### src/rtl/obuf_arb_pkg.sv
// Shared types for the obuf read-port arbiter: FSM states, requester
// owner encoding and the credit counter width helper.
package obuf_arb_pkg;

  typedef enum logic [1:0] {
    IDLE,
    BURST,
    DRAIN
  } arb_state_t;

  typedef enum logic {
    OWN_ST = 1'b0,
    OWN_PU = 1'b1
  } owner_t;

  // Counter must hold 0..credits inclusive
  function automatic int unsigned credit_w(input int unsigned credits);
    return $clog2(credits + 1);
  endfunction

endpackage

### src/rtl/obuf_credit_cnt.sv
// Per-requester downstream credit counter. Starts full, decrements on each
// issued read, increments on a credit return, saturates at CREDITS.
module obuf_credit_cnt
  import obuf_arb_pkg::*;
#(
  parameter int unsigned CREDITS = 4,
  parameter int unsigned CW      = credit_w(CREDITS)
) (
  input  logic          clk,
  input  logic          reset,
  input  logic          dec,
  input  logic          inc,
  output logic [CW-1:0] count,
  output logic          has_credit
);

  localparam logic [CW-1:0] FULL = CW'(CREDITS);

  // Credit bookkeeping; simultaneous dec/inc cancel, returns at FULL are dropped
  always_ff @(posedge clk) begin
    if (reset) begin
      count <= FULL;
    end else if (dec && !inc) begin
      count <= count - CW'(1);
    end else if (inc && !dec && (count != FULL)) begin
      count <= count + CW'(1);
    end
  end

  assign has_credit = (count != '0);

endmodule

### src/rtl/obuf_rd_arbiter.sv
// Arbitrates the obuf memory-side read port between the store DMA (st) and
// the post-processing unit (pu). Whole bursts are granted round-robin, one
// read is issued per cycle subject to per-requester credits, and read data
// is steered back to the owner one cycle after issue.
// Optional: define OBUF_RD_ARB_PERF_EN to add saturating stall counters.
module obuf_rd_arbiter
  import obuf_arb_pkg::*;
#(
  parameter int unsigned MEM_ADDR_WIDTH = 12,
  parameter int unsigned MEM_DATA_WIDTH = 64,
  parameter int unsigned LEN_W          = 8,
  parameter int unsigned CREDITS        = 4
) (
  input  logic                      clk,
  input  logic                      reset,
  input  logic                      st_req,
  input  logic [MEM_ADDR_WIDTH-1:0] st_addr,
  input  logic [LEN_W-1:0]          st_len,
  output logic                      st_grant,
  output logic                      st_rvalid,
  output logic [MEM_DATA_WIDTH-1:0] st_rdata,
  output logic                      st_done,
  input  logic                      st_credit_ret,
  input  logic                      pu_req,
  input  logic [MEM_ADDR_WIDTH-1:0] pu_addr,
  input  logic [LEN_W-1:0]          pu_len,
  output logic                      pu_grant,
  output logic                      pu_rvalid,
  output logic [MEM_DATA_WIDTH-1:0] pu_rdata,
  output logic                      pu_done,
  input  logic                      pu_credit_ret,
  output logic                      mem_read_req,
  output logic [MEM_ADDR_WIDTH-1:0] mem_read_addr,
  input  logic [MEM_DATA_WIDTH-1:0] mem_read_data
`ifdef OBUF_RD_ARB_PERF_EN
  ,
  output logic [31:0]               perf_st_stall,
  output logic [31:0]               perf_pu_stall
`endif
);

  localparam int unsigned CW = credit_w(CREDITS);

  arb_state_t                state_q;
  owner_t                    owner_q;
  owner_t                    last_q;
  owner_t                    rd_owner_q;
  logic                      rd_strobe_q;
  logic [MEM_ADDR_WIDTH-1:0] cur_addr_q;
  logic [LEN_W-1:0]          beats_q;

  logic          st_ok, pu_ok, can_grant, own_credit, issue;
  logic          st_issue, pu_issue, st_has, pu_has;
  logic [CW-1:0] st_cnt, pu_cnt;

  obuf_credit_cnt #(.CREDITS(CREDITS), .CW(CW)) u_st_credit (
    .clk        (clk),
    .reset      (reset),
    .dec        (st_issue),
    .inc        (st_credit_ret),
    .count      (st_cnt),
    .has_credit (st_has)
  );

  obuf_credit_cnt #(.CREDITS(CREDITS), .CW(CW)) u_pu_credit (
    .clk        (clk),
    .reset      (reset),
    .dec        (pu_issue),
    .inc        (pu_credit_ret),
    .count      (pu_cnt),
    .has_credit (pu_has)
  );

  // Arbitration, issue gating and return-path steering
  always_comb begin
    st_ok      = st_req && (st_len != '0);
    pu_ok      = pu_req && (pu_len != '0);
    // DRAIN accepts a new grant so bursts issue back-to-back
    can_grant  = !reset && ((state_q == IDLE) || (state_q == DRAIN));
    st_grant   = can_grant && st_ok && (!pu_ok || (last_q == OWN_PU));
    pu_grant   = can_grant && pu_ok && (!st_ok || (last_q == OWN_ST));
    own_credit = (owner_q == OWN_ST) ? st_has : pu_has;
    issue      = !reset && (state_q == BURST) && own_credit;
    st_issue   = issue && (owner_q == OWN_ST);
    pu_issue   = issue && (owner_q == OWN_PU);

    mem_read_req  = issue;
    mem_read_addr = issue ? cur_addr_q : '0;

    st_rvalid = rd_strobe_q && (rd_owner_q == OWN_ST);
    pu_rvalid = rd_strobe_q && (rd_owner_q == OWN_PU);
    st_rdata  = st_rvalid ? mem_read_data : '0;
    pu_rdata  = pu_rvalid ? mem_read_data : '0;
    // DRAIN is exactly the cycle the final beat returns
    st_done   = (state_q == DRAIN) && (owner_q == OWN_ST);
    pu_done   = (state_q == DRAIN) && (owner_q == OWN_PU);
  end

  // Burst FSM plus the one-cycle delayed issue strobe / owner tag
  always_ff @(posedge clk) begin
    if (reset) begin
      state_q     <= IDLE;
      owner_q     <= OWN_ST;
      last_q      <= OWN_PU;
      rd_owner_q  <= OWN_ST;
      rd_strobe_q <= 1'b0;
      cur_addr_q  <= '0;
      beats_q     <= '0;
    end else begin
      rd_strobe_q <= issue;
      rd_owner_q  <= owner_q;
      case (state_q)
        IDLE, DRAIN: begin
          if (st_grant) begin
            owner_q    <= OWN_ST;
            last_q     <= OWN_ST;
            cur_addr_q <= st_addr;
            beats_q    <= st_len;
            state_q    <= BURST;
          end else if (pu_grant) begin
            owner_q    <= OWN_PU;
            last_q     <= OWN_PU;
            cur_addr_q <= pu_addr;
            beats_q    <= pu_len;
            state_q    <= BURST;
          end else begin
            state_q    <= IDLE;
          end
        end
        BURST: begin
          if (issue) begin
            cur_addr_q <= cur_addr_q + MEM_ADDR_WIDTH'(1);
            beats_q    <= beats_q - LEN_W'(1);
            if (beats_q == LEN_W'(1)) begin
              state_q <= DRAIN;
            end
          end
        end
        default: state_q <= IDLE;
      endcase
    end
  end

  // Credit counters must never exceed their configured depth
  always_ff @(posedge clk) begin
    if (!reset) begin
      assert ((st_cnt <= CW'(CREDITS)) && (pu_cnt <= CW'(CREDITS)));
    end
  end

`ifdef OBUF_RD_ARB_PERF_EN
  logic st_stall, pu_stall;
  assign st_stall = !reset && (state_q == BURST) && (owner_q == OWN_ST) && !st_has;
  assign pu_stall = !reset && (state_q == BURST) && (owner_q == OWN_PU) && !pu_has;

  // Saturating zero-credit stall counters per requester
  always_ff @(posedge clk) begin
    if (reset) begin
      perf_st_stall <= '0;
      perf_pu_stall <= '0;
    end else begin
      if (st_stall && (perf_st_stall != '1)) perf_st_stall <= perf_st_stall + 32'd1;
      if (pu_stall && (perf_pu_stall != '1)) perf_pu_stall <= perf_pu_stall + 32'd1;
    end
  end
`endif

endmodule

### config.mk
export PLATFORM = sky130hd
export DESIGN_NAME = obuf_rd_arbiter
export DESIGN_NICKNAME = d
export VERILOG_FILES = /design/src/rtl/obuf_arb_pkg.sv /design/src/rtl/obuf_credit_cnt.sv /design/src/rtl/obuf_rd_arbiter.sv
export SDC_FILE = /design/constraint.sdc
export NUM_CORES = 1
export LEC_CHECK = 0
export BUFFER_PORTS_ARGS = -buffer_cell sky130_fd_sc_hd__buf_2
export CORE_AREA = 2 2 99 101
export DETAILED_ROUTE_END_ITERATION = 10
export DIE_AREA = 0 0 101 103
export GPL_ROUTABILITY_DRIVEN = 0
export PLACE_DENSITY = 0.7
export SYNTH_ARGS = -nofsm -noshare
export SYNTH_HDL_FRONTEND = slang
export SYNTH_SLANG_ARGS = --single-unit
### constraint.sdc
create_clock -name clk -period 6.7 [get_ports clk]
set_input_delay 1.005 -clock clk [delete_from_list [all_inputs] [get_ports clk]]
set_output_delay 1.005 -clock clk [all_outputs]
set_load 0.05 [all_outputs]
## After elaboration in Yosys (flattened, before gate mapping)

Cells that the tools add are included.
W data, S select, Z words.

| cells by class | value |
|---|---|
| equal/unequal tests | 8 |
| div/mod/pow operators | 0 |
| shift operators | 0 |
| order comparisons | 0 |
| mux-type cells | 23 |
| bitwise logic cells | 3 |
| reduce and logical (&&, ||, !) cells | 44 |
| multipliers | 0 |
| add/sub/neg operators | 6 |

Operator list:

| operator | count |
|---|---|
| $mux W64 | 2 |
| $mux W12 | 4 |
| $mux W8 | 3 |
| $pmux W12 S2 | 1 |
| $logic_and A1 B1 Y1 | 21 |
| $pmux W8 S2 | 1 |
| $reduce_bool A8 Y1 | 2 |
| $add A12 B1 Y12 const B | 1 |
| $mux W3 | 4 |
| $ne A3 B3 Y1 const B | 3 |
| $eq A8 B1 Y1 const B | 1 |
| $reduce_bool A2 Y1 | 4 |
| $sub A8 B1 Y8 const B | 1 |
| $logic_not A1 Y1 | 7 |
| $add A3 B1 Y3 const B | 2 |
| $reduce_bool A3 Y1 | 2 |
| $sub A3 B1 Y3 const B | 2 |
| $mux W1 | 5 |
| $mux W2 | 2 |
| $pmux W2 S2 | 1 |
| $reduce_and A2 Y1 | 2 |
| $logic_or A1 B1 Y1 | 3 |
| $not A1 Y1 | 3 |
| $reduce_and A3 Y1 | 1 |
| 6 further kinds | 6 |

| storage, ports and cells | value |
|---|---|
| bits in latches | 0 |
| RAM bits | 0 |
| register bits | 32 |
| input port bits | 110 |
| logic and storage cells | 93 |
| bits in read-only memories | 0 |
| memories | 0 |

## Logic depth before layout (Yosys ltp)

Gate-level depths: netlist (run 1).

| depth | value |
|---|---|
| word-level depth | 9 |
| depth in mapped cells | 9 |
| gate-level depth less buffers | 8 |

## Modules after synthesis

Synthesis (run 1) repeated with hierarchy kept, for this count alone.

| second synthesis, totals | value |
|---|---|
| cell total of the unflattened synthesis | 421 |
| area, all modules | 2,996.6 um2 |

By module, submodules not included:

| module | instances | cells each | sequential area each (um2) | area each (um2) |
|---|---|---|---|---|
| obuf_rd_arbiter | 1 | 371 | 520.5 | 2,568.7 |
| obuf_credit_cnt | 2 | 25 | 60.1 | 214.0 |

## Worst setup path before layout (run 1)

Ideal clock, no wire load.

| timing path | value |
|---|---|
| path kind | input port to output port |
| from | input port reset |
| to | output port mem_read_addr[0] |
| stages | 6 |
| path slack | 2,982 ps |
| arrival time | 2,713 ps |
| data required time | 5,695 ps |
| path through | a2111o_1 buf_6 clkinv_2 buf_6 clkbuf_1 and2_1 |

| on the way | value |
|---|---|
| longest elaborated chain between the ends | 4 |

RTL lines:

| what | line | RTL |
|---|---|---|
| start: declaration | obuf_rd_arbiter.sv:15 | `input logic reset,` |
| $logic_not A1 Y1 | - |  |
| $logic_and A1 B1 Y1 (2 in series) | obuf_rd_arbiter.sv:83 | `issue = !reset && (state_q == BURST) && own_credit;` |
| net mem_read_req | obuf_rd_arbiter.sv:32 | `output logic mem_read_req,` |
| $mux W12 | obuf_rd_arbiter.sv:88 | `mem_read_addr = issue ? cur_addr_q : '0;` |
| end: declaration | obuf_rd_arbiter.sv:33 | `output logic [MEM_ADDR_WIDTH-1:0] mem_read_addr,` |

The timed path passes the listed nets, and every way through them passes these cells.

## Worst setup path in the final report (run 1)

| timing path | value |
|---|---|
| from | input port pu_len[0] |
| to | output port st_grant |

| on the way | value |
|---|---|
| longest elaborated chain between the ends | 5 |

RTL lines:

| what | line | RTL |
|---|---|---|
| start: declaration | obuf_rd_arbiter.sv:26 | `input logic [LEN_W-1:0] pu_len,` |
| $reduce_bool A8 Y1 | obuf_rd_arbiter.sv:77 | `pu_ok = pu_req && (pu_len != '0);` |
| $logic_and A1 B1 Y1 | obuf_rd_arbiter.sv:77 |  |
| $logic_not A1 Y1 | obuf_rd_arbiter.sv:80 | `st_grant = can_grant && st_ok && (!pu_ok \|\| (last_q == OWN_PU));` |
| $logic_or A1 B1 Y1 | obuf_rd_arbiter.sv:80 |  |
| $logic_and A1 B1 Y1 | obuf_rd_arbiter.sv:80 |  |
| end: declaration | obuf_rd_arbiter.sv:19 | `output logic st_grant,` |

No other way between the ends.

==> summary.txt, run 1 <==
Route
  • Routed via count: between 4,000 and 5,000
  • Violation count after the first detailed-route iteration: 305
  • Post-Route WL: about 14,000 um
  • Average routed wire per standard cell: 19.1 um
  • Mean number of vias per cell: around 5.6
  • DRC violation count after routing: 0
  • DRT Pass-1 Iters: 5
  • Remaining number of nets flagged by the antenna check after routing: 0

Timing
  • Final clock period utilization by the worst path: 59.5%
  • Maximum frequency from static timing analysis: ~0.25 GHz
  • Final hold vios: 0
  • Transition time at the pin with the least slew margin: ~1.1 ns
  • Final setup violating endpoints: 0
  • Hold WS: 0.489 ns
  • Worst clock skew: 0.00268 ns
  • RSZ-0062 raised after global routing: false
  • Post-route minimum period: 3.99 ns
  • Final sum of negative setup slack: 0 ns
  • Pins Over Slew Limit: 0
  • Worst max-slew margin expressed relative to the limit: 29.1%
  • Least setup slack across all paths after layout: 2.71 ns

Layout
  • Number of filler cells placed in the layout: slightly below 1,000
  • Finished Layout Cells: ~760
  • Layout cells sized above 1: around 44%
  • Synthesis-to-layout area growth: 44.0%
  • Number of antenna repair diodes: 0
  • Net count reported at finish: 757

Global route
  • Residual overflow from global routing: 0
  • Number of global-route vias before repair: roughly 3,500
  • Maximum number of pins on one net before global-route repair: 67
  • Initial antenna violation count: 1
  • GRT Util Overall: between 20% and 30%
  • Wire length of the first global-routing pass: roughly 20,000 um

Power
  • Pwr Density: 159 nW/um2
  • Static Leakage: 2.64 nW
  • Proportion of power drawn by the clock network: 22.9%
  • Sw Ratio: 43.0%
  • Comb power frac: between 40% and 50%
  • Sequential share of power: 35.2%
  • P_sw: 0.305 mW
  • P_int: about 0.4 mW
  • Peak VDD IR: around 0.13 mV

Worst setup path
  • Cell Chain, Critical Path: buf_2 > nor4_1 > a211o_1 > nand2_2 > inv_1 > buf_2
  • CP max stage delay: between 0.6 and 0.7 ns
  • Critical Path AT: between 2 and 3 ns
  • Required time worst endpoint: approximately 5.7 ns
  • Worst Path Max Fanout: 10
  • Crit path capture type: output port
  • Setup crit start kind: primary input
  • Crit path max-delay family: simple AND/OR/NAND/NOR gates
  • Slowest-stage cell, CP: sky130_fd_sc_hd__nor4_1
  • Path type of the worst setup path: primary input to output port
  • Critical path buffer and inverter count: 3
  • Start point of the critical path: pu_len[0]
  • Dominant cell type by count on the critical path: sky130_fd_sc_hd__buf_2
  • Origin of the critical flop-to-flop path: state_q[0]

Synth
  • Most used flip-flop cell after synthesis: sky130_fd_sc_hd__dfxtp_1
  • Portion of the post-synthesis area used by sequential elements: between 20% and 30%
  • Area share of the largest cell type after synthesis: approximately a fifth
  • Top cell type by total area after synthesis: sky130_fd_sc_hd__dfxtp_1
  • Cell count after synthesis: just over 400
  • Synthesized area: between 3000 and 4000 um2
  • Biggest area contributors in the synthesized netlist: sky130_fd_sc_hd__dfxtp_1, sky130_fd_sc_hd__and2_1, sky130_fd_sc_hd__and3_1
  • FF+latch count, synth: 32
  • Share of synthesized registers carrying an async set or reset: 0%
  • EDFF count, synth: 0
  • Post-Synthesis Mean Instance Area: between 7 and 8 um2
  • Total nets after synthesis: 530
  • Yosys warning total: 0
  • Cell variety after synth: between 60 and 70

Place
  • Number of placed instances with taps included: ~750
  • Post-placement setup slack: 2.74 ns
  • Hpwl dp: approximately 12,000 um
  • Number of port buffers: around 260

Floorplan
  • Total I/O pin count: between 200 and 300
  • Row cnt: 36
  • Area of the die: ~10,000 um2
  • Die Y-Extent: just over 100 um
  • Initial core utilization: between 30% and 40%
  • Core area: around 9500 um2
  • Die Width: 101 um

Clock network
  • CTS tree: done
  • Post-CTS setup buffers: 0
  • Number of buffers between clock root and the deepest sink: 2
  • Total CTS buffers: 5
  • Post-cts sizing count: 0
  • CTS Root Buffer Type: sky130_fd_sc_hd__clkbuf_8
  • H-tree depth: 2
  • Clock-pin transition on the worst setup and hold timing paths: roughly 0.070 ns
  • Clk_lat worst skew: approximately 0.28 ns
  • TritonCTS sink count: 32
  • Hold buffer count at CTS: 0

Min path
  • Class of the tightest hold or removal check: flop to flop
  • Hold wc startpoint: cur_addr_q[11]

Outcome
  • Result of the run: finished clean

Flow run
  • Maximum Capacitance Violations: 0
==> flip-flops by register name (all words and copies together) (netlist names) <==
register	flops
state_q	2
rd_owner_q	1
rd_strobe_q	1
cur_addr_q	12
owner_q	1
u_st_credit.count	3
u_pu_credit.count	3
last_q	1
beats_q	8
==> layout make-up <==
cell class	instances	area, um2	share of cell area, %
Clock buffer	7	96.3	2.16
Inverter	13	50.0	1.12
Multi-Input combinational cell	334	2240	50.3
Sequential cell	32	643	14.5
Tap cell	114	143	3.20
Timing Repair Buffer	256	1280	28.8
==> logic make-up after synthesis <==
logic type	share of synthesized area (%)
AND/OR/NAND/NOR	45.2
multiplexers	0.972
buffers and inverters	7.13
XOR/XNOR	1.13
adder cells (fa/ha/maj)	2.51
flip-flops	20.7
AO/OA/AOI/OAI	22.3
==> cell usage in the layout, fill, tap and decap left out, drive strengths merged, types with 5 or more instances in the layout <==
cell	n
nand4	6
nor3	5
o211ai	5
a21oi	19
buf	256
and2	77
inv	12
nand3	12
dfxtp	32
nand2	13
nor4	6
a211oi	7
clkbuf	7
nor2b	5
o21ai	14
and3	69
nor2	19
==> metrics by stage <==
step	utilization [%]	total power [mW]	instance area, um2
finish	47.1	0.710	4450
global route	47.1	0.742	4450
CTS	47.1	0.707	4450
detailed placement	46.0	0.546	4350
global placement	46.0	0.538	4350
floorplan	-	0.451	3090
==> worst reg2reg max path, stage by stage (launching register included) <==
cell and delay [ns]:
sky130_fd_sc_hd__dfxtp_1 0.46, sky130_fd_sc_hd__nor4b_2 0.57, sky130_fd_sc_hd__nor2b_1 0.29, sky130_fd_sc_hd__o31ai_1 0.12
sky130_fd_sc_hd__fa_1 0.44, sky130_fd_sc_hd__nor3b_1 0.29, sky130_fd_sc_hd__a21oi_1 0.08, sky130_fd_sc_hd__a211oi_1 0.23
sky130_fd_sc_hd__o21ai_0 0.12
==> per-layer routing <==
metal	vias to the layer above	wire (um)	GRT usage (%)
met4	2	126	4.26
met2	223	6860	44.0
li1	1976	-	-
met1	1984	5940	33.0
met5	-	13	0
met3	12	1490	6.37
==> path summary, 6_finish.rpt <==
kind / to / slack [ns] / cells after the start
worst max-delay path: st_grant / 2.71 / 6
worst min-delay path: cur_addr_q[11] / 0.49 / 2
worst max register to register: u_st_credit.count[2] / 3.98 / 8
worst min register to register: cur_addr_q[11] / 0.49 / 2
==> power by group through the flow <==
stage | combinational [mW] | sequential [mW] | clock, mW
2_1_floorplan | 0.218 | 0.233 | 0
3_3_place_gp | 0.288 | 0.250 | 0
3_5_place_dp | 0.294 | 0.252 | 0
4_1_cts | 0.295 | 0.249 | 0.163
5_1_grt | 0.318 | 0.254 | 0.170
6_report | 0.298 | 0.250 | 0.162
==> Yosys cell counts, types with 5 or more instances <==
master                     count
sky130_fd_sc_hd__nand4_1       6
sky130_fd_sc_hd__nand2_1      12
sky130_fd_sc_hd__clkbuf_1     28
sky130_fd_sc_hd__inv_1        11
sky130_fd_sc_hd__nor2b_1       5
sky130_fd_sc_hd__and2_1       76
sky130_fd_sc_hd__nor4_1        6
sky130_fd_sc_hd__dfxtp_1      32
sky130_fd_sc_hd__a21oi_1      19
sky130_fd_sc_hd__nand3_1      11
sky130_fd_sc_hd__nor2_1       19
sky130_fd_sc_hd__o21ai_0      14
sky130_fd_sc_hd__and3_1       69
sky130_fd_sc_hd__a211oi_1      7
No activity file was read; power rests on OpenSTA's default activity.
==> run 2: changes to the inputs <==
--- a/config.mk
+++ b/config.mk
@@ -5,12 +5,13 @@
 export SDC_FILE = /design/constraint.sdc
 export NUM_CORES = 1
 export LEC_CHECK = 0
+export ABC_AREA = 1
 export BUFFER_PORTS_ARGS = -buffer_cell sky130_fd_sc_hd__buf_2
-export CORE_AREA = 2 2 99 101
+export CORE_AREA = 2 2 100 102
 export DETAILED_ROUTE_END_ITERATION = 10
-export DIE_AREA = 0 0 101 103
+export DIE_AREA = 0 0 102 104
 export GPL_ROUTABILITY_DRIVEN = 0
-export PLACE_DENSITY = 0.7
+export PLACE_DENSITY = 0.73
 export SYNTH_ARGS = -nofsm -noshare
 export SYNTH_HDL_FRONTEND = slang
 export SYNTH_SLANG_ARGS = --single-unit
==> constraint.sdc (replaced) <==
create_clock -name clk -period 3.47 [get_ports clk]
set_input_delay 0.5205 -clock clk [delete_from_list [all_inputs] [get_ports clk]]
set_output_delay 0.5205 -clock clk [all_outputs]
set_load 0.05 [all_outputs]
==> summary.txt, run 2 <==
Timing
  • Worst max-slew margin expressed relative to the limit: about two fifths
  • Maximum frequency from static timing analysis: about 0.40 GHz
  • RSZ-0062 raised after global routing: false
  • Post-route minimum period: around 2.5 ns
  • Final sum of negative setup slack: 0 ns
  • Final setup violating endpoints: 0
  • Worst clock skew: around 0.0064 ns
  • Pins Over Slew Limit: 0
  • Final hold vios: 0
  • Final clock period utilization by the worst path: roughly 70%
  • Transition time at the pin with the least slew margin: around 0.9 ns

Route
  • Mean number of vias per cell: 4.58
  • Violation count after the first detailed-route iteration: approximately 390
  • Remaining number of nets flagged by the antenna check after routing: 0
  • DRT Pass-1 Iters: 5
  • Routed via count: 4,564
  • DRC violation count after routing: 0
  • Average routed wire per standard cell: between 10 and 15 um
  • Post-Route WL: 14,200 um

Clock network
  • Hold buffer count at CTS: 0
  • CTS tree: done
  • Clk_lat worst skew: between 0.2 and 0.3 ns
  • Post-cts sizing count: 0
  • H-tree depth: 2
  • CTS Root Buffer Type: sky130_fd_sc_hd__clkbuf_8
  • TritonCTS sink count: 32
  • Post-CTS setup buffers: 0
  • Total CTS buffers: 5
  • Clock-pin transition on the worst setup and hold timing paths: 0.07 ns
  • Number of buffers between clock root and the deepest sink: 2

Global route
  • Number of global-route vias before repair: roughly 4,000
  • Maximum number of pins on one net before global-route repair: slightly above 50
  • GRT Util Overall: roughly a quarter
  • Met2 layer usage reported by global route: roughly 39%
  • Residual overflow from global routing: 0
  • Layer carrying the most global-route usage: met2
  • Global routing usage on met1: 33.0%
  • Initial antenna violation count: 0
  • Wire length of the first global-routing pass: roughly 21,000 um
  • Global routing usage on met3: 8.13%

Worst setup path
  • Origin of the critical flop-to-flop path: state_q[0]
  • Path type of the worst setup path: flop to output port
  • Reg-to-reg slack, setup: approximately 1.2 ns
  • Destination of the worst register-to-register timing path: beats_q[7]
  • Required time worst endpoint: just under 3 ns
  • Critical Path AT: 1.97 ns
  • Setup crit start kind: flop
  • Worst Path Max Fanout: 50
  • Crit path capture type: output port
  • Slowest-stage cell, CP: sky130_fd_sc_hd__nand2_2
  • Register-to-Register Path Depth: 8
  • CP max stage delay: ~0.5 ns
  • Cell Chain, Critical Path: nand2_2 > buf_4 > nor2_1 > buf_2

Synth
  • Post-synth top cells: sky130_fd_sc_hd__nor2_1, sky130_fd_sc_hd__inv_1, sky130_fd_sc_hd__nand2_1, sky130_fd_sc_hd__a21oi_1, sky130_fd_sc_hd__nand3_1
  • Total nets after synthesis: ~740
  • Cell count after synthesis: roughly 620
  • Share of synthesized registers carrying an async set or reset: 0%
  • Biggest area contributors in the synthesized netlist: sky130_fd_sc_hd__nor2_1, sky130_fd_sc_hd__dfxtp_1, sky130_fd_sc_hd__inv_1
  • Area share of the largest cell type after synthesis: 21.5%
  • FF+latch count, synth: 32
  • Most used standard cell by instance count after synthesis: sky130_fd_sc_hd__nor2_1
  • Post-Synthesis Mean Instance Area: around 5.2 um2
  • EDFF count, synth: 0
  • Top cell type by total area after synthesis: sky130_fd_sc_hd__nor2_1
  • Synthesized area: approximately 3300 um2
  • Portion of the post-synthesis area used by sequential elements: between 10% and 20%
  • Yosys warning total: 0
  • Most used flip-flop cell after synthesis: sky130_fd_sc_hd__dfxtp_1
  • Cell variety after synth: 30

Min path
  • Hold Crit Depth: 1
  • Worst Hold End: u_pu_credit.count[0]
  • Class of the tightest hold or removal check: flop to flop
  • Hold wc startpoint: u_pu_credit.count[0]

Power
  • Static Leakage: 3.21 nW
  • Sequential share of power: 26.1%
  • Sw Ratio: 50.4%
  • Pwr Density: 410 nW/um2
  • Proportion of power drawn by the clock network: a little under a fifth
  • Sum of internal, switching and leakage power: just under 2 mW
  • Comb power frac: between 50% and 60%
  • P_int: approximately 0.96 mW
  • P_sw: ~0.97 mW
  • Peak VDD IR: 0.297 mV

Layout
  • Most frequent cells in the layout: sky130_fd_sc_hd__buf_2, sky130_fd_sc_hd__nor2_1, sky130_fd_sc_hd__inv_1, sky130_fd_sc_hd__nand2_1, sky130_fd_sc_hd__a21oi_1
  • Number of antenna repair diodes: 0
  • Layout cells sized above 1: roughly a third
  • Most common cell after layout, fill and taps aside: sky130_fd_sc_hd__buf_2
  • Net count reported at finish: between 900 and 1,000
  • Largest registers ranked by flip-flop count: cur_addr_q: 12 flops, beats_q: 8 flops
  • Finished Layout Cells: between 900 and 1,000
  • Largest register FFs: 12
  • Largest register by flop count: cur_addr_q
  • Synthesis-to-layout area growth: 44.9%

Outcome
  • Result of the run: finished clean

Place
  • Hpwl dp: around 12,000 um
  • Number of port buffers: approximately 260
  • Number of placed instances with taps included: ~1,000

Floorplan
  • Core area: approximately 9500 um2
  • Die Y-Extent: 104 um
  • Die Width: a little over 100 um
  • Area of the die: 10,600 um2
  • Initial core utilization: ~34%
  • Row cnt: 36
  • Total I/O pin count: around 260

Flow run
  • Maximum Capacitance Violations: 0
-- run 2: changes by cell type after synthesis, moves of 25 or more --
| cell | before | now |
|---|---|---|
| sky130_fd_sc_hd__nor2_1 | 19 | 186 |
| sky130_fd_sc_hd__inv_1 | 11 | 132 |
| sky130_fd_sc_hd__nand2_1 | 12 | 95 |
| sky130_fd_sc_hd__and2_1 | 76 | 0 |
| sky130_fd_sc_hd__and3_1 | 69 | 0 |
| sky130_fd_sc_hd__nand3_1 | 11 | 36 |
-- run 2: worst max-delay path by stage --
stage	endpoint	slack, ns	startpoint	cells past startpoint
final	pu_rdata[21]	0.98	rd_owner_q	4
after global routing	pu_rdata[55]	0.86	rd_owner_q	4
after CTS	pu_rdata[52]	0.99	rd_owner_q	4
after detailed placement	st_grant	1.13	reset	7
after global placement	st_grant	1.15	reset	7
after floorplan	st_rdata[10]	0.82	rd_strobe_q	5
-- run 2: power groups by stage --
stage | clock, mW | combinational (mW) | sequential [mW]
floorplan | 0 | 0.805 | 0.496
global placement | 0 | 1.05 | 0.508
detailed placement | 0 | 1.06 | 0.510
CTS | 0.366 | 1.06 | 0.502
global route | 0.373 | 1.18 | 0.514
finish | 0.361 | 1.07 | 0.504
-- run 2: metal layers --
metal / routed length, um / vias to the layer above
li1: - / 2326
met3: 1610 / 25
met2: 6140 / 218
met1: 6030 / 1995
met5: 0 / -
met4: 451 / 0
-- run 2: cells by family (layout without fill, tap and decap cells) --
kind of cell	count (synthesis)	count (layout)	share of synthesized area, %
fa+ha+maj	5	5	2.38
flops	32	32	19.7
xor+xnor	3	3	0.808
buf+inv	167	408	20.7
simple gates	355	355	46.5
compound gates	61	61	9.96
-- run 2: worst max-delay path, delay by kind of cell, from the launching register on --
kind                   cells  cell delay (ns)
buffers and inverters      2             0.70
and+or+nand+nor            2             0.60
DFF                        1             0.35
-- run 2: layout make-up --
| cell class | count | area (um2) |
|---|---|---|
| Multi-Input combinational cell | 424 | 1940 |
| Timing Repair Buffer | 265 | 1350 |
| Fill cell | 1062 | 4830 |
| Sequential cell | 32 | 641 |
| Tap cell | 133 | 166 |
| Clock inverter | 2 | 35.0 |
| Clock buffer | 6 | 72.6 |
| Inverter | 135 | 508 |
-- run 2: metrics by stage --
step	setup slack, ns	utilization [%]	hold WS [ns]	instance area [um2]
floorplan	0.817	-	0.447	3250
global placement	1.15	48.2	0.460	4610
detailed placement	1.13	48.2	0.477	4610
CTS	0.986	49.4	0.488	4710
global route	0.859	49.4	0.516	4710
finish	0.984	49.4	0.488	4710
==> run 3: changes to the inputs <==
--- a/config.mk
+++ b/config.mk
@@ -7,11 +7,11 @@
 export LEC_CHECK = 0
 export ABC_AREA = 1
 export BUFFER_PORTS_ARGS = -buffer_cell sky130_fd_sc_hd__buf_2
-export CORE_AREA = 2 2 100 102
+export CORE_AREA = 2 2 101 103
 export DETAILED_ROUTE_END_ITERATION = 10
-export DIE_AREA = 0 0 102 104
+export DIE_AREA = 0 0 103 105
 export GPL_ROUTABILITY_DRIVEN = 0
-export PLACE_DENSITY = 0.73
+export PLACE_DENSITY = 0.69
 export SYNTH_ARGS = -nofsm -noshare
 export SYNTH_HDL_FRONTEND = slang
 export SYNTH_SLANG_ARGS = --single-unit
==> constraint.sdc (replaced) <==
create_clock -name clk -period 2.5 [get_ports clk]
set_input_delay 0.375 -clock clk [delete_from_list [all_inputs] [get_ports clk]]
set_output_delay 0.375 -clock clk [all_outputs]
set_load 0.05 [all_outputs]
==> summary.txt, run 3 (same netlist as run 2, synthesis figures left out) <==
Outcome
  • Result of the run: finished clean

Clock network
  • H-tree depth: 2
  • Clk_lat worst skew: 0.29 ns
  • Number of buffers between clock root and the deepest sink: 2
  • CTS tree: done
  • Clock-pin transition on the worst setup and hold timing paths: ~0.070 ns
  • Total CTS buffers: 5
  • Post-CTS setup buffers: 0
  • CTS Root Buffer Type: sky130_fd_sc_hd__clkbuf_8
  • Post-cts sizing count: 0
  • Hold buffer count at CTS: 0
  • TritonCTS sink count: 32

Layout
  • Net count reported at finish: between 900 and 1,000
  • Utilization after layout: between 40% and 50%
  • Synthesis-to-layout area growth: 44.7%
  • Most frequent cells in the layout: sky130_fd_sc_hd__buf_2, sky130_fd_sc_hd__nor2_1, sky130_fd_sc_hd__inv_1, sky130_fd_sc_hd__nand2_1, sky130_fd_sc_hd__a21oi_1
  • Layout cells sized above 1: 33.4%
  • Largest register by flop count: cur_addr_q
  • Largest registers ranked by flip-flop count: cur_addr_q: 12 flops, beats_q: 8 flops
  • Most common cell after layout, fill and taps aside: sky130_fd_sc_hd__buf_2
  • Largest register FFs: 12

Worst setup path
  • Origin of the critical flop-to-flop path: owner_q
  • Critical Path AT: ~2 ns
  • Worst Path Max Fanout: 44
  • Register-to-Register Path Depth: 10
  • Slowest-stage cell, CP: sky130_fd_sc_hd__inv_2
  • Required time worst endpoint: 2.12 ns
  • Path type of the worst setup path: flop to output port
  • Setup crit start kind: flop
  • Cell Chain, Critical Path: inv_1 > nor2_2 > inv_2 > buf_4 > nor2_1 > buf_2
  • Crit path capture type: output port
  • Destination of the worst register-to-register timing path: u_st_credit.count[2]
  • CP max stage delay: about 0.56 ns
  • Reg-to-reg slack, setup: around 0.64 ns

Timing
  • Transition time at the pin with the least slew margin: 0.839 ns
  • Final sum of negative setup slack: 0 ns
  • Final clock period utilization by the worst path: 93.0%
  • Pins Over Slew Limit: 0
  • Worst max-slew margin expressed relative to the limit: around 44%
  • Post-route minimum period: 2.32 ns
  • Final setup violating endpoints: 0
  • Final hold vios: 0
  • RSZ-0062 raised after global routing: false
  • Maximum frequency from static timing analysis: 0.430 GHz
  • Worst clock skew: 0.00683 ns
  • Least setup slack across all paths after layout: 0.176 ns

Route
  • Mean number of vias per cell: around 4.5
  • Routed via count: about 4,500
  • DRT Pass-1 Iters: 8
  • DRC violation count after routing: 0
  • Average routed wire per standard cell: about 14 um
  • Post-Route WL: 14,500 um
  • Remaining number of nets flagged by the antenna check after routing: 0
  • Violation count after the first detailed-route iteration: about 320

Place
  • Number of port buffers: 256
  • Hpwl dp: roughly 12,000 um
  • Post-placement setup slack: between 0.4 and 0.5 ns

Power
  • Pwr Density: around 550 nW/um2
  • P_int: between 1 and 1.5 mW
  • Comb power frac: between 50 and 60%
  • P_sw: about 1.3 mW
  • Static Leakage: 3.20 nW
  • Sequential share of power: between 20% and 30%
  • Peak VDD IR: between 0.2 and 0.3 mV
  • Proportion of power drawn by the clock network: ~15%
  • Sw Ratio: 52.0%

Min path
  • Worst Hold End: state_q[0]
  • Hold wc startpoint: reset
  • Class of the tightest hold or removal check: primary input to flop
  • Hold Crit Depth: 2

Floorplan
  • Total I/O pin count: ~260
  • Core area: slightly below 10,000 um2
  • Row cnt: 36
  • Initial core utilization: 33.8%
  • Area of the die: approximately 11,000 um2
  • Die Y-Extent: approximately 110 um
  • Die Width: just over 100 um

Global route
  • Initial antenna violation count: 1
  • Wire length of the first global-routing pass: between 20,000 and 25,000 um
  • Maximum number of pins on one net before global-route repair: between 40 and 50
  • GRT Util Overall: about a quarter
  • Number of global-route vias before repair: 3,904
  • Residual overflow from global routing: 0

Flow run
  • Maximum Capacitance Violations: 0
## run 3: cell types whose count changed in the layout (fill, tap and decap cells not counted), sizes merged
| cell | change |
|---|---|
| diode | +1 |
| bufinv | -1 |
| buf | +1 |
## run 3: power groups by stage
stage,registers (mW),clock network [mW],logic (mW)
finish,0.700,0.383,1.49
global route,0.714,0.408,1.64
CTS,0.697,0.390,1.49
detailed placement,0.708,0,1.48
global placement,0.706,0,1.48
floorplan,0.689,0,1.12
## run 3: critical path, delay by kind of cell (launching register included)
kind                   cells  cell delay, ns
buffers and inverters      4            1.22
DFF                        1            0.32
and+or+nand+nor            2            0.12
## run 3: cell type report
type                            instances  area, um2
Multi-Input combinational cell        424       1950
Clock buffer                            6       72.6
Timing Repair Buffer                  266       1370
Tap cell                              133        166
Antenna cell                            1       2.50
Fill cell                            1124       4930
Sequential cell                        32        641
Inverter                              135        508
Clock inverter                          1       5.00
## run 3: per-layer routing
| metal | global-route usage, % | vias to the layer above | wire length, um |
|---|---|---|---|
| met5 | 0 | - | 13 |
| met4 | 4.23 | 2 | 151 |
| met3 | 6.82 | 12 | 1590 |
| met2 | 42.4 | 210 | 6840 |
| met1 | 33.1 | 1966 | 5870 |
| li1 | - | 2327 | - |
## run 3: per-stage QoR
stage | hold slack, ns | instances | instance area [um2] | total power, mW
after floorplan | 0.447 | 623 | 3260 | 1.81
after global placement | 0.461 | 990 | 4630 | 2.18
after detailed placement | 0.472 | 990 | 4630 | 2.19
after CTS | 0.376 | 997 | 4710 | 2.58
after global routing | 0.396 | 997 | 4710 | 2.77
final | 0.383 | 998 | 4710 | 2.57
## run 3: worst max-delay path by stage
stage | startpoint | endpoint | slack, ns
6_report | rd_strobe_q | st_rdata[2] | 0.18
5_1_grt | rd_strobe_q | st_rdata[34] | 0.04
4_1_cts | rd_strobe_q | st_rdata[2] | 0.16
3_5_place_dp | rd_strobe_q | st_rdata[2] | 0.48
3_3_place_gp | rd_strobe_q | st_rdata[34] | 0.51
2_1_floorplan | rd_strobe_q | st_rdata[10] | 0.28
